--- src/rtl/time_keeper_pkg.sv ---
// Shared limits, alarm FSM encoding and load-validation helper for the time_keeper block.
package time_keeper_pkg;

  localparam logic [4:0] MAX_HOURS   = 5'd23;
  localparam logic [5:0] MAX_MINUTES = 6'd59;
  localparam logic [5:0] MAX_SECONDS = 6'd59;

  typedef enum logic [1:0] {
    IDLE    = 2'd0,
    RINGING = 2'd1,
    DONE    = 2'd2
  } alarm_state_e;

  function automatic logic hhmm_valid(input logic [4:0] hours, input logic [5:0] minutes);
    return (hours <= MAX_HOURS) && (minutes <= MAX_MINUTES);
  endfunction

endpackage

--- src/rtl/mod_n_counter.sv ---
// Modulo-N up counter with synchronous load (load beats enable) and a carry-out
// that fires on the enabled wrap from MODULUS-1 back to 0.
module mod_n_counter #(
  parameter int WIDTH   = 6,
  parameter int MODULUS = 60
) (
  input  logic             clk,
  input  logic             reset,
  input  logic             enable,
  input  logic             load,
  input  logic [WIDTH-1:0] load_value,
  output logic [WIDTH-1:0] count,
  output logic             carry
);

  localparam logic [WIDTH-1:0] LAST = WIDTH'(MODULUS - 1);

  // A load swallows the increment, so it must not ripple a carry upward either.
  assign carry = enable && !load && (count == LAST);

  // NOTE: registered state always uses non-blocking assignments so every flop
  // samples pre-edge values, regardless of how always blocks are ordered.
  always_ff @(posedge clk) begin
    if (reset) begin
      count <= '0;
    end else if (load) begin
      count <= load_value;
    end else if (enable) begin
      count <= (count == LAST) ? '0 : count + 1'b1;
    end
  end

endmodule

--- src/rtl/time_keeper.sv ---
// Time-of-day clock (hh:mm:ss) with a stored alarm and a ring-limited alarm FSM.
module time_keeper
  import time_keeper_pkg::*;
#(
  parameter int RING_SECONDS = 60
) (
  input  logic       clk,
  input  logic       reset,
  input  logic       tick_1hz,
  input  logic       adjust_mode,
  input  logic       load,
  input  logic [1:0] adjusted,
  input  logic [4:0] time_hours_in,
  input  logic [5:0] time_minutes_in,
  input  logic [4:0] alarm_hours_in,
  input  logic [5:0] alarm_minutes_in,
  input  logic       alarm_enable,
  input  logic       stop,
  output logic [4:0] time_hours,
  output logic [5:0] time_minutes,
  output logic [5:0] time_seconds,
  output logic [4:0] alarm_hours,
  output logic [5:0] alarm_minutes,
  output logic       alarm_ringing
);

  localparam logic [5:0] RING_LAST = 6'(RING_SECONDS - 1);

  logic time_load;
  logic alarm_load;
  logic count_en;
  logic sec_carry;
  logic min_carry;
  logic unused_day_carry;
  logic time_match;

  alarm_state_e state, state_next;
  logic [5:0]   ring_count, ring_count_next;

  // Out-of-range pairs are dropped independently of each other.
  assign time_load  = load && adjusted[0] && hhmm_valid(time_hours_in, time_minutes_in);
  assign alarm_load = load && adjusted[1] && hhmm_valid(alarm_hours_in, alarm_minutes_in);
  assign count_en   = tick_1hz && !adjust_mode;

  mod_n_counter #(.WIDTH(6), .MODULUS(int'(MAX_SECONDS) + 1)) u_seconds (
    .clk        (clk),
    .reset      (reset),
    .enable     (count_en),
    .load       (time_load),
    .load_value (6'd0),
    .count      (time_seconds),
    .carry      (sec_carry)
  );

  mod_n_counter #(.WIDTH(6), .MODULUS(int'(MAX_MINUTES) + 1)) u_minutes (
    .clk        (clk),
    .reset      (reset),
    .enable     (sec_carry),
    .load       (time_load),
    .load_value (time_minutes_in),
    .count      (time_minutes),
    .carry      (min_carry)
  );

  mod_n_counter #(.WIDTH(5), .MODULUS(int'(MAX_HOURS) + 1)) u_hours (
    .clk        (clk),
    .reset      (reset),
    .enable     (min_carry),
    .load       (time_load),
    .load_value (time_hours_in),
    .count      (time_hours),
    .carry      (unused_day_carry)
  );

  always_ff @(posedge clk) begin
    if (reset) begin
      alarm_hours   <= '0;
      alarm_minutes <= '0;
    end else if (alarm_load) begin
      alarm_hours   <= alarm_hours_in;
      alarm_minutes <= alarm_minutes_in;
    end
  end

  assign time_match = (time_hours == alarm_hours) && (time_minutes == alarm_minutes);

  // NOTE: every output of a combinational block gets a default first, so no
  // path through the case leaves a variable unassigned and infers a latch.
  always_comb begin
    state_next      = state;
    ring_count_next = ring_count;
    case (state)
      IDLE: begin
        if (alarm_enable && !adjust_mode && time_match && (time_seconds == 6'd0)) begin
          state_next      = RINGING;
          ring_count_next = '0;
        end
      end
      RINGING: begin
        if (tick_1hz) ring_count_next = ring_count + 1'b1;
        // The tick that brings the count to RING_SECONDS ends the ring on that same edge.
        if (stop || !alarm_enable || adjust_mode || (tick_1hz && (ring_count == RING_LAST))) begin
          state_next = DONE;
        end
      end
      DONE: begin
        // Hold until the matching minute has passed so the alarm cannot retrigger.
        if (!time_match) state_next = IDLE;
      end
      default: state_next = IDLE;
    endcase
  end

  always_ff @(posedge clk) begin
    if (reset) begin
      state         <= IDLE;
      ring_count    <= '0;
      alarm_ringing <= 1'b0;
    end else begin
      state         <= state_next;
      ring_count    <= ring_count_next;
      alarm_ringing <= (state_next == RINGING);
    end
  end

endmodule

--- config.mk ---
export PLATFORM = sky130hd
export DESIGN_NAME = time_keeper
export DESIGN_NICKNAME = d
export VERILOG_FILES = /design/src/rtl/time_keeper_pkg.sv /design/src/rtl/mod_n_counter.sv /design/src/rtl/time_keeper.sv
export SDC_FILE = /design/constraint.sdc
export NUM_CORES = 1
export LEC_CHECK = 0
export CORE_UTILIZATION = 43
export CTS_CLUSTER_DIAMETER = 120
export DETAILED_ROUTE_END_ITERATION = 7
export PLACE_DENSITY = 0.86
export SETUP_SLACK_MARGIN = 0.15
export SYNTH_ARGS = -nofsm -noshare
export SYNTH_HDL_FRONTEND = slang
export SYNTH_HIERARCHICAL = 1
export SYNTH_SLANG_ARGS = --single-unit
--- constraint.sdc ---
create_clock -name clk -period 2.3 [get_ports clk]
set_input_delay 0.345 -clock clk [delete_from_list [all_inputs] [get_ports clk]]
set_output_delay 0.345 -clock clk [all_outputs]
set_load 0.02 [all_outputs]
# --- After elaboration in Yosys (flattened, before gate mapping) ---
# Index checks and enable logic that the tools add are counted.
totals:
  wordCells: 70
  register_bits: 37
  input_bits: 31
  out_inout_bits: 29
op_classes:
  n_reduce_logical: 29
  n_eq_ne: 11
  n_addsub: 4
  magnitude_cmp: 4
  n_mux: 14
ops:
  columns: ["op", "n"]
  rows:
  - ["6-bit two-way mux", 6]
  - ["6-bit by 1-bit adder with 6-bit output (second input constant)", 3]
  - ["6-bit == test (second input constant)", 3]
  - ["1-bit logical AND", 16]
  - ["5-bit two-way mux", 3]
  - ["6-bit less-or-equal comparator (second input constant)", 2]
  - ["6-bit one-hot mux with 2 select lines", 1]
  - ["5-bit less-or-equal comparator (second input constant)", 2]
  - ["6-bit == test", 1]
  - ["6-bit logical NOT", 1]
  - ["2-bit two-way mux", 3]
  - ["2-bit one-hot mux with 3 select lines", 1]
  - ["2-bit nonzero test", 3]
  - ["5-bit by 1-bit adder with 5-bit output (second input constant)", 1]
  - ["5-bit == test", 1]
  - ["5-bit == test (second input constant)", 1]
  - ["2-bit by 1-bit == test with 1-bit output (second input constant)", 2]
  - ["2-bit != test (second input constant)", 2]
  - ["1-bit logical NOT", 3]
  - ["1-bit logical OR", 3]
  - ["3-bit AND reduction", 1]
  - ["2-bit == test (second input constant)", 1]
  - ["2-bit logical NOT", 1]
  - ["2-bit OR reduction", 1]

# --- Depth between registers and ports, before layout ---
logic_depth:
  depth_word: 10
  depth_mapped: 11
  ltp_nobuf: 10

# --- By module ---
# The synthesis kept the hierarchy.
by_module_without_submodules:
  columns: ["mod", "instances", "cells_each", "area_each_um2"]
  rows:
  - ["time_keeper", 1, 119, 1029.7]
  - ["mod_n_counter (u_minutes ...)", 2, 44, 431.7]
  - ["mod_n_counter (u_hours)", 1, 34, 281.5]

# --- Worst setup path after synthesis ---
# OpenSTA, ideal clock, no wires.
synth_path:
  path_type: "input-to-reg"
  startpoint: "input time_minutes_in[5]"
  endpoint: "register u_hours.count[1]"
  t_arrival_ns: 2.405
  path_buffers: 1
  t_required_ns: 2.181
  path_slack_ns: -0.225
  stages: 9
  path_cell_list: "a41oi_1 > nand2b_2 > nor3_1 > bufbuf_16 > nand2b_2 > nor3_1 > mux2_2 > nand2_1 > a21oi_1"
synth_between:
  elab_chain_len: 9
synth_lines:
  columns: ["element", "line_no", "rtl"]
  rows:
  - ["from (decl)", "time_keeper.sv:14", "input logic [5:0] time_minutes_in,"]
  - ["6-bit less-or-equal comparator", "time_keeper_pkg.sv:15", "return (hours <= MAX_HOURS) && (minutes <= MAX_MINUTES);"]
  - ["1-bit logical AND", "time_keeper_pkg.sv:15", null]
  - ["1-bit logical AND", "time_keeper.sv:41", "assign time_load = load && adjusted[0] && hhmm_valid(time_hours_in, time_minutes_in);"]
  - ["1-bit logical NOT", null, null]
  - ["1-bit logical AND (2 in series)", "mod_n_counter.sv:19", "assign carry = enable && !load && (count == LAST);"]
  - ["named net sec_carry", "time_keeper.sv:32", "logic sec_carry;"]
  - ["1-bit logical AND (2 in series)", "mod_n_counter.sv:19", null]
  - ["named net min_carry", "time_keeper.sv:33", "logic min_carry;"]
  - ["2-bit nonzero test (no source line)", null, null]
  - ["to (signal assigned)", "mod_n_counter.sv:27", "count <= load_value;"]
  - ["to (signal assigned)", "mod_n_counter.sv:29", "count <= (count == LAST) ? '0 : count + 1'b1;"]
  - ["to (decl)", "mod_n_counter.sv:12", "output logic [WIDTH-1:0] count,"]
# The timed path passes the listed nets, and every way through them passes these cells.
# A chain may end at the register's enable or synchronous reset.

# --- Worst setup path after layout ---
layout_path:
  startpoint: "input time_hours_in[4]"
  endpoint: "register u_hours.count[1]"
layout_between:
  elab_chain_len: 9
layout_lines:
  columns: ["element", "line_no", "rtl"]
  rows:
  - ["from (decl)", "time_keeper.sv:13", "input logic [4:0] time_hours_in,"]
  - ["5-bit less-or-equal comparator", "time_keeper_pkg.sv:15", null]
  - ["1-bit logical AND", "time_keeper_pkg.sv:15", null]
  - ["1-bit logical AND", "time_keeper.sv:41", null]
  - ["named net time_load", "time_keeper.sv:29", "logic time_load;"]
  - ["1-bit logical NOT", null, null]
  - ["1-bit logical AND (2 in series)", "mod_n_counter.sv:19", null]
  - ["named net sec_carry", "time_keeper.sv:32", null]
  - ["1-bit logical AND (2 in series)", "mod_n_counter.sv:19", null]
  - ["named net min_carry", "time_keeper.sv:33", null]
  - ["2-bit nonzero test (no source line)", null, null]
# The timed path passes the listed nets, and every way through them passes these cells.

==> run summary <==
The run finished with clean final reports. The worst register-to-register path has a depth of 8. Setup repair after global routing left no endpoint under its margin. Along the worst hold path, the cell count comes to 2. The tools report the endpoint arrival time on the critical path as 2.28 ns.

The worst setup path is launched from an input port. The run gives 0 as the number of max-cap violations. Dividing total power by cell area gives a power density of 498.3 nW/um2. The startpoint of the lowest-slack register-to-register path was u_seconds/count[1]$_SDFFE_PP0P_. In the final routing, the length of wire on met1 measures 2351 um.

The post-route netlist has 14.87% of its cells at a drive strength greater than 1. The cell count after synthesis came out at 240. The worst setup path is of the input port to flip-flop kind.

Setup violations remaining at the end of the flow were counted as 0. The tools report the post-detailed-placement half-perimeter wirelength as 3942 um. Timing analysis after detailed placement gives a worst setup slack of -0.1742 ns.

The detail route stage leaves a number of antenna-violating nets equal to 0. For this run, the number of Yosys warnings is 6. The detailed-route wire length per cell is 14.08 um, and the detailed-route via count is 2,038.

The net count of the finished layout is 350. Setup slack closes at 0.2056 ns. The CTS sink count is 37, and the clock slew at the register clock pins of the worst setup and hold paths is 0.07 ns. The initial utilization of the core area, before any placement, comes to 45.33%.

During I/O placement, the number of pins put on the boundary was 60. The shortest period the worst path allows came out at 2.094 ns. The number of antenna violations at the first check in global routing was 0. From synthesis to final layout, the design area changed by 38.75%. STA puts the critical path data required time at 2.49 ns. The depth of the CTS H-tree came out at 2. The run gives 5333 um2 as the overall die area.

The floorplan has 25 rows. The maximum ir drop on the vdd rail is 0.3241 mV, and the maximum clock frequency is 477.5 MHz. The tools report the worst min-delay path startpoint as alarm_minutes[3]$_SDFFE_PP0P_. No sink is reached through more buffers than the 2 on the longest clock path.

The CTS root buffer was clkbuf_8. The number of fillers in the final layout is 394. The logs give 4786 um2 for the area of the placeable core and 0 for the remaining global-route overflow. The die is 73.03 um tall. In this run the top signal layer used is met4. The worst hold-check slack was 0.5273 ns; the last weighted congestion value of the routability-driven placer was 0.8576. TritonCTS built the clock tree. The logs give 0.21 ns for the minimum setup slack among reg-to-reg paths and 0.30 ns for the clock network latency to the later pin of the worst-skew pair.

For this block, the initial DRC count from the detailed router was 120. Summed over all cells, the static leakage comes to 1.093 nW. Wires add up to 5391 um. Each instance of the synthesized netlist takes up on average 9.040 um2.

The aggregate global-route resource usage was 21.43%. The final hold violation count is 0, and the per-cell via count in the routed design is 5.321. The run gives 0 as the final-report max-slew violation count. In this run, CTS created clock tree buffers numbering 5. Cells fill 62.90% of the core in the end. The nature of the critical path endpoint is a flip-flop. The run gives 1,935 as the via count of the first global-routing pass. For this run, design rule violations remaining after detail routing come to 0. Entering global routing, the biggest net connects 34 pins. The die width was 73.03 um; the top fanout value on the critical path was 7. The first global-routing pass estimated 8811 um of wire.

Capture point of the worst reg-to-reg path: u_hours/count[1]$_SDFFE_PP0P_. The worst hold path terminates at alarm_minutes[3]$_SDFFE_PP0P_. The min-delay analysis places its worst path in the category flip-flop to flip-flop.

The first TritonRoute pass finished after 4 iterations. 0 antenna diodes ended up in the layout. Port buffering added 59 buffers.

The cell area after technology mapping was 2170 um2. The part of the cycle the worst path needs was 91.06%. Detailed routing placed a total of 263 um of wire on met3.

Wire segments on met2 add up to 2717 um in the final route. The completed layout was analyzed and its total power is 0.001500 W. Clock skew on the completed layout was measured at 0.005114 ns.
[repair_timing]
action,CTS,global route
hold buffers,0,0
pin swaps,1,3
setup buffers,0,3
gates resized for setup,1,4
cloned,0,0
setup endpoints to repair,5,7
[worst max-delay path, cell delays in order]
cell and delay, ns:
clkdlybuf4s50_1 0.48, nand2_1 0.05, nand3_1 0.12, a41oi_2 0.06, nand2b_4 0.18, nor3_4 0.16, nand2b_2 0.11, nor3_4 0.29
mux2_2 0.37, nand2_1 0.06, a21oi_1 0.06
[worst max path at each step]
stage | from | end | slack [ns] | cells past startpoint
2_1_floorplan | time_minutes_in[5] | u_hours/count[1]$_SDFFE_PP0P_ | 0.18 | 9
4_1_cts | u_seconds/count[0]$_SDFFE_PP0P_ | ring_count[2]$_SDFFE_PP0P_ | 0.21 | 5
3_3_place_gp | time_hours_in[4] | u_hours/count[1]$_SDFFE_PP0P_ | -0.12 | 11
6_report | time_hours_in[4] | u_hours/count[1]$_SDFFE_PP0P_ | 0.21 | 11
5_1_grt | u_seconds/count[1]$_SDFFE_PP0P_ | u_hours/count[4]$_SDFFE_PP0P_ | 0.11 | 8
3_5_place_dp | time_hours_in[4] | u_hours/count[1]$_SDFFE_PP0P_ | -0.17 | 11
[cell type report]
| cell class | instances | area, um2 | share of cell area, % |
|---|---|---|---|
| repair buffers | 73 | 708.2 | 23.52 |
| multi-input cells | 189 | 1351 | 44.89 |
| inverters | 9 | 33.78 | 1.122 |
| flip-flops and latches | 37 | 745.7 | 24.77 |
| clock buffers | 6 | 72.57 | 2.411 |
| clock inverters | 2 | 15.01 | 0.4988 |
| well taps | 67 | 83.83 | 2.785 |
[power by group]
group / internal (W) / switching, W
clock: 0.000213 / 0.000245
combinational: 0.000177 / 0.000157
sequential: 0.000669 / 0.0000394
[sequential cells by signal (all words and copies together) (netlist names)]
signal and cells:
u_minutes/count 6, state 2, alarm_hours 5, ring_count 6, u_hours/count 5, alarm_ringing 1
alarm_minutes 6, u_seconds/count 6
[per-layer routing]
layer / GRT usage (%) / vias to the layer above
met5: 0 / -
met4: 7.625 / 0
met3: 4.696 / 6
met1: 26.38 / 968
li1: - / 1010
met2: 36.63 / 54
[layout by cell type (no fill, tap or decap), types with 7 or more instances in the layout]
master / count
mux2i_1: 12
xnor2_1: 16
xor2_1: 8
nor3_1: 7
nor2_1: 36
buf_4: 13
dfxtp_1: 35
clkdlybuf4s50_1: 59
a21oi_1: 13
nand3_1: 14
nor3b_1: 10
inv_1: 9
[stage by stage]
stage / TNS, ns / instances / instance area, um2
floorplan: 0 / 245 / 2210
global placement: -0.2564 / 372 / 2879
detailed placement: -0.6521 / 372 / 2879
CTS: 0 / 380 / 2972
global route: 0 / 383 / 3010
finish: 0 / 383 / 3010
No activity file was read; power rests on OpenSTA's default activity.
==> RTL edit 1 (config.mk and constraints unchanged) <==
One comparison of `count` changes from == to >=.
--- a/src/rtl/mod_n_counter.sv
+++ b/src/rtl/mod_n_counter.sv
@@ -18,3 +18,3 @@
   // A load swallows the increment, so it must not ripple a carry upward either.
-  assign carry = enable && !load && (count == LAST);
+  assign carry = enable && !load && (count >= LAST);
 
Behaviour: no difference found for any inputs over 10 cycles, from zero or initial values and one cycle with reset high; that may be too few to reach the edited logic, so the function may still have changed.
==> RTL edit 1 against the unedited design <==
  * The run now ends with DRC left
  * Final area fell by 0.33%
  * Setup slack got worse by 0.013 ns
  * Synthesized area down 4.7%
  * Power increased by 0.34%
  * Sequential cell count did not move
  * First-iteration DRC count shrank 9.2%
  * Critical endpoint is now u_hours/count[4]
  * Sequential power is essentially flat
  * Routed wire length fell by 0.13%
==> RTL edit 1: results <==
set metrics [dict create \
    drt_iter0_drc 109 \
    grt_pass1_wl_mm 9.011 \
    p_sw_mw 0.4494 \
    path_delay_family "simple AND/OR/NAND/NOR gates" \
    min_path_cells 2 \
    reg2reg_to "u_hours/count[4]" \
    grt_use_total_pct 22.33 \
    reg2reg_depth 8 \
    outcome "finished with violations" \
    post-dp-hpwl_mm 3.956 \
    portBuffers 59 \
    setup_viol 0 \
    critPathMaxStageDelay_ns 0.48 \
    insertion_delay_ns 0.29 \
    fin_ws_ns 0.1924 \
    path_max_fanout 4 \
    firstDrtPassIters 6 \
    antenna_found_initial 0 \
    cts-resized-gates 0 \
    htreeDepth 2 \
    grt_remaining_overflow 0 \
    n_antenna_cell 0 \
    min_from "alarm_minutes[2]" \
    vias 2040 \
    min_to "alarm_minutes[2]" \
    hp-class "register to register" \
    leakagePower_nw 1.070 \
    clock-skew-final_ns 0.008829 \
    avgRoutedWirePerCell_um 14.40 \
    dpl_worst_slack_ns -0.1726 \
    cp.arrival_ns 2.30 \
    slowest_stage "clkdlybuf4s50_1" \
    drive_above_1_share_pct 15.84 \
    remaining_drc_errors 3 \
    grt_max_degree 21 \
    layout.nets 356 \
    grt_pass1_vias 1916 \
    nFillCells 374 \
    path_clk_slew_ns 0.08 \
    post_cts_buffers 1 \
    hold_viol 0 \
    violations "DRC" \
    numCtsBuffers 5 \
    vdd_drop_max_mv 0.3411 \
    place.gp.congestion 0.8923 \
    dpl-instance-area_um2 2880 \
    worstReg2RegStart "u_seconds/count[0]" \
    holdWs_ns 0.5296 \
    yosys_warnings 6 \
    rrSetupSlack_ns 0.21 \
    clockBufferDepth 2 \
    root_buffer "clkbuf_8" \
]
[RTL edit 1: power groups by stage]
| stage | Combinational [mW] | Sequential (mW) | Clock, mW |
|---|---|---|---|
| 6_report | 0.329 | 0.710 | 0.466 |
| 3_3_place_gp | 0.317 | 0.724 | 0 |
| 3_5_place_dp | 0.326 | 0.724 | 0 |
| 5_1_grt | 0.358 | 0.714 | 0.499 |
| 2_1_floorplan | 0.140 | 0.749 | 0 |
| 4_1_cts | 0.327 | 0.709 | 0.472 |
[RTL edit 1: through the flow]
step | power (mW) | std cells
floorplan | 0.8895 | 244
global route | 1.571 | 374
finish | 1.505 | 374
detailed placement | 1.050 | 363
global placement | 1.041 | 363
CTS | 1.508 | 372
[RTL edit 1: cell type report]
class                      count  area, µm²  share of cell area, %
sequential                    37      743.2                  24.77
clock inverter                 3      21.27                 0.7089
tap                           52      65.06                  2.168
inverter                       8      30.03                  1.001
multi-input combinational    193       1351                  45.04
clock buffer                   5      68.82                  2.294
timing repair buffer          76      720.7                  24.02
[RTL edit 1: per-layer routing]
metal / routed length, µm / vias to the layer above / global-route usage (%) / part of all wire [%]
met5: 0 / - / 0 / 0
met4: 59 / 0 / 6.667 / 1.1
met3: 301 / 7 / 5.485 / 5.6
met2: 2557 / 64 / 37.67 / 47
met1: 2465 / 950 / 28.22 / 46
li1: - / 1019 / - / -
[RTL edit 1: worst max-delay path by stage]
stage / start / to / depth (start not counted)
3_3_place_gp: tick_1hz / u_hours/count[1] / 10
3_5_place_dp: tick_1hz / u_hours/count[4] / 10
6_report: time_hours_in[4] / u_hours/count[4] / 10
5_1_grt: time_hours_in[3] / u_hours/count[3] / 11
2_1_floorplan: time_minutes_in[5] / u_hours/count[1] / 8
4_1_cts: tick_1hz / u_hours/count[4] / 10
==> RTL edit 2 (config.mk and constraints unchanged) <==
Without the edit above. `MAX_HOURS`: 5'd23 -> 5'd11.
--- a/src/rtl/time_keeper_pkg.sv
+++ b/src/rtl/time_keeper_pkg.sv
@@ -3,3 +3,3 @@
 
-  localparam logic [4:0] MAX_HOURS   = 5'd23;
+  localparam logic [4:0] MAX_HOURS   = 5'd11;
   localparam logic [5:0] MAX_MINUTES = 6'd59;
Check against the original RTL: not equivalent (a bounded check fails within 4 cycles, from zero or initial values and one cycle with reset high).
==> RTL edit 2 against the unedited design <==
  * Global-route usage rose by 0.85 points
  * Clock power fell by 6.3%
  * Utilization rose by 1.4 points
  * Synthesized area is 0.63% higher
  * Sequential cell count is the same
  * Final area rose by 2.9%
  * Highest routed layer unchanged
  * Critical path depth down 1
  * Synthesized cell count decreased by 1.7%
  * Routed wire length rose by 6.2%
  * Power decreased by 6.7%
  * Critical endpoint is now u_hours/count[4]
  * Setup slack worse by 0.048 ns
  * Clock skew up 0.0014 ns
==> RTL edit 2: results <==
set metrics [dict create \
    portBuffers 59 \
    path_clk_slew_ns 0.07 \
    path_delay_family "simple AND/OR/NAND/NOR gates" \
    firstDrtPassIters 4 \
    yosys_warnings 6 \
    avgViaCountPerCell 5.298 \
    hold_viol 0 \
    hp-class "primary input to register" \
    vdd_drop_max_mv 0.3779 \
    maxUsedRoutingLayer "met4" \
    leakagePower_nw 1.230 \
    post_cts_buffers 2 \
    insertion_delay_ns 0.29 \
    p_sw_mw 0.3900 \
    synth_area_per_cell_um2 9.251 \
    layout.nets 351 \
    dr_wl_met2_mm 2.861 \
    root_buffer "clkbuf_8" \
    post-dp-hpwl_mm 4.129 \
    wl_met3_um 186 \
    outcome "finished clean" \
    cp.arrival_ns 2.35 \
    grt_pass1_wl_mm 9.135 \
    dpl_worst_slack_ns -0.3588 \
    drive_above_1_share_pct 18.10 \
    final_cells 382 \
    grt_use_met2_pct 40.53 \
    critPathMaxStageDelay_ns 0.54 \
    antenna_found_initial 0 \
    routed_wl_mm 5.723 \
    place.gp.congestion 0.8028 \
    htreeDepth 2 \
    dpl-instance-area_um2 2924 \
    grt_use_total_pct 22.28 \
    numCtsBuffers 5 \
    clockBufferDepth 2 \
    n_antenna_cell 0 \
    drt_iter0_drc 105 \
    clock-skew-final_ns 0.006464 \
    path_max_fanout 3 \
    dp.cells 372 \
    slowest_stage "clkdlybuf4s50_1" \
    wl_met1_mm 2.601 \
    use_met1_pct 26.20 \
    use_met3_pct 3.567 \
    cts-resized-gates 10 \
    grt_max_degree 39 \
    grt_pass1_vias 2001 \
]
## RTL edit 2: power by group through the flow
stage / Combinational (mW) / Clock (mW) / Sequential, mW
detailed placement: 0.272 / 0 / 0.703
global route: 0.303 / 0.463 / 0.694
CTS: 0.275 / 0.436 / 0.689
finish: 0.281 / 0.429 / 0.690
floorplan: 0.128 / 0 / 0.719
global placement: 0.267 / 0 / 0.703
## RTL edit 2: cell type report
type | count | area, µm²
Inverter | 5 | 18.77
Fill cell | 399 | 1719
Sequential cell | 37 | 745.7
Multi-Input combinational cell | 188 | 1430
Clock buffer | 5 | 68.82
Clock inverter | 1 | 5.005
Tap cell | 67 | 83.83
Timing Repair Buffer | 79 | 745.7
## RTL edit 2: path summary, 6_finish.rpt
check	slack, ns	depth (start not counted)	to	from
setup / recovery	0.16	10	u_hours/count[4]	tick_1hz
hold / removal	0.48	3	u_hours/count[4]	time_hours_in[4]
setup reg to reg	0.20	6	ring_count[0]	u_seconds/count[0]
hold reg to reg	0.55	2	state[1]	state[1]
